==> src/rtl/fetch_stage.sv <==
// rtl/fetch_stage.sv - instruction fetch stage with IF/ID register, one-entry skid and redirect
// Synchronous instruction memory: data returns the cycle after imem_rd, tracked by pend_q/pend_pc_q.
module fetch_stage (
  input  logic        clk,
  input  logic        rst,
  input  logic        stall,
  input  logic        redirect,
  input  logic [15:0] redirect_pc,
  output logic [15:0] imem_addr,
  output logic        imem_rd,
  input  logic [15:0] imem_data,
  output logic [15:0] pc_out,
  output logic [15:0] inst_out,
  output logic [15:0] npc_out,
  output logic        valid_out
);

  typedef enum logic [1:0] {IDLE, RUN, STALL} state_t;

  state_t      state_q, state_d;
  logic [15:0] pc_q, pc_d;
  logic [15:0] pend_pc_q, pend_pc_d;
  logic [15:0] inst_q, inst_d;
  logic [15:0] npc_q, npc_d;
  logic [15:0] skid_inst_q, skid_inst_d;
  logic [15:0] skid_npc_q, skid_npc_d;
  logic        pend_q, pend_d;
  logic        valid_q, valid_d;
  logic        skid_valid_q, skid_valid_d;
  logic        rd;

  always_comb begin
    state_d      = state_q;
    pc_d         = pc_q;
    pend_pc_d    = pend_pc_q;
    inst_d       = inst_q;
    npc_d        = npc_q;
    skid_inst_d  = skid_inst_q;
    skid_npc_d   = skid_npc_q;
    pend_d       = pend_q;
    valid_d      = valid_q;
    skid_valid_d = skid_valid_q;
    rd           = 1'b0;
    case (state_q)
      IDLE: state_d = RUN;
      RUN, STALL: begin
        if (redirect) begin
          pc_d         = redirect_pc;
          pend_d       = 1'b0;
          skid_valid_d = 1'b0;
          valid_d      = 1'b0;
          state_d      = stall ? STALL : RUN;
        end else if (stall) begin
          // A return landing while stalled parks in the skid; STALL never issues, so pend_q is 0 there.
          if (pend_q) begin
            skid_inst_d  = imem_data;
            skid_npc_d   = pend_pc_q + 16'd1;
            skid_valid_d = 1'b1;
          end
          pend_d  = 1'b0;
          state_d = STALL;
        end else begin
          rd        = 1'b1;
          pc_d      = pc_q + 16'd1;
          pend_d    = 1'b1;
          pend_pc_d = pc_q;
          state_d   = RUN;
          if (state_q == STALL) begin
            if (skid_valid_q) begin
              inst_d  = skid_inst_q;
              npc_d   = skid_npc_q;
              valid_d = 1'b1;
            end else begin
              valid_d = 1'b0;
            end
            skid_valid_d = 1'b0;
          end else if (pend_q) begin
            inst_d  = imem_data;
            npc_d   = pend_pc_q + 16'd1;
            valid_d = 1'b1;
          end else begin
            valid_d = 1'b0;
          end
        end
      end
      default: state_d = IDLE;
    endcase
  end

  always_ff @(posedge clk or negedge rst) begin
    if (!rst) begin
      state_q      <= IDLE;
      pc_q         <= 16'h0000;
      pend_pc_q    <= 16'h0000;
      inst_q       <= 16'h0000;
      npc_q        <= 16'h0000;
      skid_inst_q  <= 16'h0000;
      skid_npc_q   <= 16'h0000;
      pend_q       <= 1'b0;
      valid_q      <= 1'b0;
      skid_valid_q <= 1'b0;
    end else begin
      state_q      <= state_d;
      pc_q         <= pc_d;
      pend_pc_q    <= pend_pc_d;
      inst_q       <= inst_d;
      npc_q        <= npc_d;
      skid_inst_q  <= skid_inst_d;
      skid_npc_q   <= skid_npc_d;
      pend_q       <= pend_d;
      valid_q      <= valid_d;
      skid_valid_q <= skid_valid_d;
    end
  end

  assign imem_rd   = rd;
  assign imem_addr = pc_q;
  assign pc_out    = pc_q;
  assign inst_out  = inst_q;
  assign npc_out   = npc_q;
  assign valid_out = valid_q;

endmodule
==> config.mk <==
export PLATFORM = sky130hd
export DESIGN_NAME = fetch_stage
export DESIGN_NICKNAME = d
export VERILOG_FILES = /design/src/rtl/fetch_stage.sv
export SDC_FILE = /design/constraint.sdc
export NUM_CORES = 1
export LEC_CHECK = 0
export CORE_MARGIN = 3
export CORE_UTILIZATION = 45
export DETAILED_ROUTE_END_ITERATION = 12
export PLACE_DENSITY = 0.71
export SLEW_MARGIN = 15
export SYNTH_ARGS = -nofsm -noshare
export SYNTH_HDL_FRONTEND = slang
export SYNTH_SLANG_ARGS = --single-unit
==> constraint.sdc <==
create_clock -name clk -period 4.7 [get_ports clk]
set_input_delay 0.705 -clock clk [delete_from_list [all_inputs] [get_ports clk]]
set_output_delay 0.705 -clock clk [all_outputs]
set_load 0.05 [all_outputs]
After elaboration in Yosys (flattened, before gate mapping)

Index checks and enable logic that the tools add are counted.

Bits in registers: 101
Input bits: 36
Output and inout port bits: 66
Logic and storage cells: 50

Add/sub/neg operators: 2
Equal/unequal tests: 5
Multiplexer cells: 22
Bitwise gates (word level): 2
Reductions and logical operators: 9

Operators with widths:

| operator              | number |
|---|---|
| $mux 16               | 8 |
| $add 16x1->16 const B | 2 |
| $mux 1                | 12 |
| $reduce_and 3->1      | 2 |
| $reduce_and 5->1      | 1 |
| $pmux 2 s2            | 1 |
| $reduce_and 4->1      | 1 |
| $ne 3x1->1 const B    | 1 |
| $reduce_bool 3->1     | 1 |
| $eq 2x1->1 const B    | 1 |
| $eq 2x2->1 const B    | 1 |
| $logic_not 2->1       | 1 |
| $mux 2                | 1 |
| $ne 2x1->1 const B    | 1 |
| $ne 2x2->1 const B    | 1 |
| $not 1->1             | 2 |
| $reduce_and 2->1      | 1 |
| $reduce_bool 2->1     | 1 |
| $reduce_or 2->1       | 1 |

Depth between registers and ports, before layout

Word-level depth: 4
Depth in mapped cells: 8
Mapped depth without buffers: 7

Worst setup path after synthesis

Ideal clock, no wire load.

Path type: input-to-output
From: input redirect
To: output imem_rd
Arrival: 1.912 ns
Data required time: 3.995 ns
Path slack: 2.083 ns
Stages: 5
Buffers on the path: 3
Cells stage by stage: buf_6 or3b_4 inv_2 clkbuf_1 buf_2

Longest elaborated chain between the ends: 2

Ends and longest elaborated chain:

| item            | RTL line | source |
|---|---|---|
| start, declared | 7        | `input logic redirect,` |
| $mux 1          | 47       | `if (redirect) begin` |
| $mux 1          | 44       | `case (state_q)` |
| end, declared   | 10       | `output logic imem_rd,` |

No other way between the ends.

Worst setup path in the final report

From: register state_q[1]
To: output imem_rd

Longest elaborated chain between the ends: 3
Elaborated cells between the ends (all ways): 4
Those cells by class: eq/ne: 2; mux: 1; reduce/logical: 1

Ends and longest elaborated chain:

| item                                     | RTL line | source |
|---|---|---|
| start, declared                          | 20       | `state_t state_q, state_d;` |
| start signal, assigned                   | 103      | `state_q <= state_d;` |
| $eq 2x2->1 or $eq 2x1->1 (tied branches) | 44       |  |
| $reduce_or 2->1 *                        | 44       |  |
| $mux 1 *                                 | 44       |  |

Mark *: on every way between the ends. The rest lies on a longest branch, timed or not.

==> metrics.md <==
| Metric | Value |
|---|---|
| Synth Net Count | 560 |
| Worst hold slack | 0.4470 ns |
| Drt drc | 0 |
| GPL Wtd Cong | 0.8359 |
| Worst min path class | in2async |
| Dpl hpwl | 7.910 mm |
| First-pass detailed-route iteration total | 4 |
| Post-route total power | 4649 uW |
| Netlist cell types | 47 |
| Detailed Route WL | 11.39 mm |
| Port-buffer cells | 101 |
| Flop pwr share | 35.5% |
| Synthesis-stage register bit count | 101 |
| Relative slew slack | 29.27% |
| Min cycle time layout | 3.801 ns |
| FF-to-FF setup slack | 1.57 ns |
| Resize count post-CTS | 0 |
| Wirelength per Cell | 15.60 um |
| Die height | 111.2 um |
| Critical Path Start Type | flop |
| Dpl ws | 1.047 ns |
| Least-Margin Pin Slew | 1.059 ns |
| Internal | 2338 uW |
| H-tree levels | 3 |
| Iteration-0 DRC Markers | 226 |
| Slowest stage cell, crit path | clkdlybuf4s50_1 |
| Final worst path period share | 80.87% |
| Max FO, Critical Path | 24 |
| Arr. time, crit path | 3.10 ns |
| Synthesized netlist cell count | 519 |
| RSZ-0062 raised after global routing | false |
| Reg2reg start | state_q[1] |
| Average cell area after synthesis | 9.597 um2 |
| Power share of the clock group | 11.5% |
| Switching pwr | 2311 uW |
| Die area | 12370 um2 |
| First-pass GRT wire length | 19.55 mm |
| Final worst setup slack | 0.8989 ns |
| Num ports | 102 |
| Max frequency | 263.1 MHz |
| Reg2reg path depth | 7 |
| Sequential area share after synthesis | 50.74% |
| DRT antenna net count | 0 |
| Bufs on Longest Clock Path | 2 |
| Die Width | 111.2 um |
| Fill cells | 946 |
| Post-CTS Setup Bufs | 0 |
| Endpoint class of the critical path | output pin |
| Netlist Area Pre-Place | 4981 um2 |
| Max incr delay on CP | 0.89 ns |
| Largest net degree at the start of global routing | 74 |
| Gr ovfl total | 0 |
| Clock-pin slew on the worst setup and hold paths | 0.11 ns |
| Max Cap Violations | 0 |
| Post-synth EDFFs | 0 |
| Ant. Diodes | 0 |
| Final net count | 630 |
| Vias in the first global route | 3938 |
| Clock tree root buffer cell | clkbuf_8 |
| Status | complete, no violations |
| Kind of critical path | reg2out |
| Via density | 5.510 |
| Worst skew pair latency | 0.37 ns |
| Final setup TNS | 0 ns |
| Most common flop cell mapped by yosys | dfrtp_1 |
| CTS tree | yes |
| Worst path cell trace | inv_1, ha_1, or3b_4, inv_2, clkdlybuf4s50_1 |
| Row count | 37 |
| CTS Hold Bufs | 0 |
| CP top delay family | buffers and inverters |
| Area delta synth->final | 23.24% |
| Final hold vios | 0 |
| Core area | 10560 um2 |
| Initial core utilization | 47.19% |
| Peak VDD IR | 0.4989 mV |
| Sw Ratio | 49.70% |
| CTS Buf Count | 9 |
| Crit path from | state_q[1] |
| Buf/Inv on CP | 3 |
| Static Leak | 0.002576 uW |
| Post-synth ARST share | 100.0% |
| Logic pwr share | 53.0% |
| Setup Viol. Count Final | 0 |
| Clk_skew | 0.01343 ns |
| Share of cells above drive strength 1 | 9.259% |
| Critical Path Sink | imem_rd |
| Reg2reg end | npc_out[13] |
| CTS Sinks | 101 |
| Pwr Density | 757.4 nW/um2 |
| Max-slew violations | 0 |
| Vias post-DR | 4022 |
| Levels on crit path | 5 |
| Ys Warns | 0 |
| WP data required | 3.99 ns |
| Antenna violations before repair | 0 |
| Most frequent cells in the layout | nand2_1 (101), dfrtp_1 (101), clkdlybuf4s50_1 (100), o21ai_0 (54), a21oi_1 (22) |
| GRT Overall Usage | 18.94% |
[synth_stat cells (all sizes together), types with 2 or more instances]
cell    instances  area [um2]
o211ai          4       30.03
a21boi          2       15.02
nor4           11       87.59
nand4          12       75.07
nor3b           2       15.01
dfrtp         101        2527
nand3          24       130.1
nor2           12       45.04
o21a            2       15.01
buf            26       180.2
inv            17       63.81
nand2         101       379.1
xnor2          11       96.34
nor3           10       50.05
clkbuf         20       75.07
a21oi          22       110.1
mux2           23       266.5
ha              5       62.56
nand3b          2       15.01
or4             8       60.06
o31a            3       26.28
and3            2       12.51
o21ai          62       310.3
o31ai           4       30.03
mux2i          19       190.2
and2            2       12.51
[cells by family after synthesis]
logic type | after synthesis | synth area share (%)
and+or+nand+nor | 190 | 18.39
AOI/OAI and AO/OA | 107 | 12.11
DFF | 101 | 50.74
buffers and inverters | 63 | 6.406
muxes | 42 | 9.169
xor gates and xnor gates | 11 | 1.934
adders and majority gates | 5 | 1.256
[area by class of cell]
| cell class | count | area (um2) | area share (%) |
|---|---|---|---|
| clock inverter | 6 | 55.05 | 0.8969 |
| sequential | 101 | 2527 | 41.17 |
| clock buffer | 10 | 137.6 | 2.242 |
| multi-input combinational | 355 | 2146 | 34.96 |
| tap | 136 | 170.2 | 2.772 |
| inverter | 17 | 63.81 | 1.040 |
| timing repair buffer | 105 | 1039 | 16.92 |
[state kept, by name, summed over array words and instances, names as in the netlist]
register      count
imem_addr        16
inst_out         16
npc_out          16
pend_pc_q        16
skid_inst_q      16
skid_npc_q       16
state_q           2
pend_q            1
skid_valid_q      1
valid_out         1
[metrics by stage]
step           cell area (um2)  util (%)  instances
3_5_place_dp              5942     56.29        714
2_1_floorplan             4981         -        519
3_3_place_gp              5942     56.29        714
4_1_cts                   6135     58.12        730
5_1_grt                   6138     58.16        730
6_report                  6138     58.16        730
[per-layer routing]
metal | share of wire [%] | up-vias | wire (um) | global-route usage (%)
li1 | - | 1954 | - | -
met1 | 49 | 1939 | 5534 | 27.71
met2 | 46 | 112 | 5199 | 28.99
met3 | 4.2 | 17 | 477 | 3.275
met4 | 1.5 | 0 | 176 | 5.515
met5 | 0 | - | 0 | 0
[worst min path at each step]
stage	from	depth (start not counted)	endpoint
floorplan	rst	0	imem_addr[0]
global placement	inst_out[7]	2	inst_out[7]
detailed placement	skid_npc_q[0]	2	skid_npc_q[0]
CTS	rst	1	inst_out[6]
global route	rst	1	inst_out[7]
finish	rst	1	skid_inst_q[7]
[power by group through the flow]
stage          Sequential (uW)  Combinational, uW  Clock, uW
2_1_floorplan             2220               1160          0
3_3_place_gp              1640               2430          0
5_1_grt                   1720               2650        582
4_1_cts                   1650               2480        547
6_report                  1650               2470        535
3_5_place_dp              1660               2470          0
[worst reg2reg max path: stages, from the launching register on]
cell and delay [ns]:
dfrtp_1 0.39, inv_1 0.06, ha_1 0.49, or3b_4 0.55, inv_2 0.35, nand2_1 0.51
or4b_1 0.65, nand3_1 0.08
Note: power is estimated with default switching activity, not from simulation.
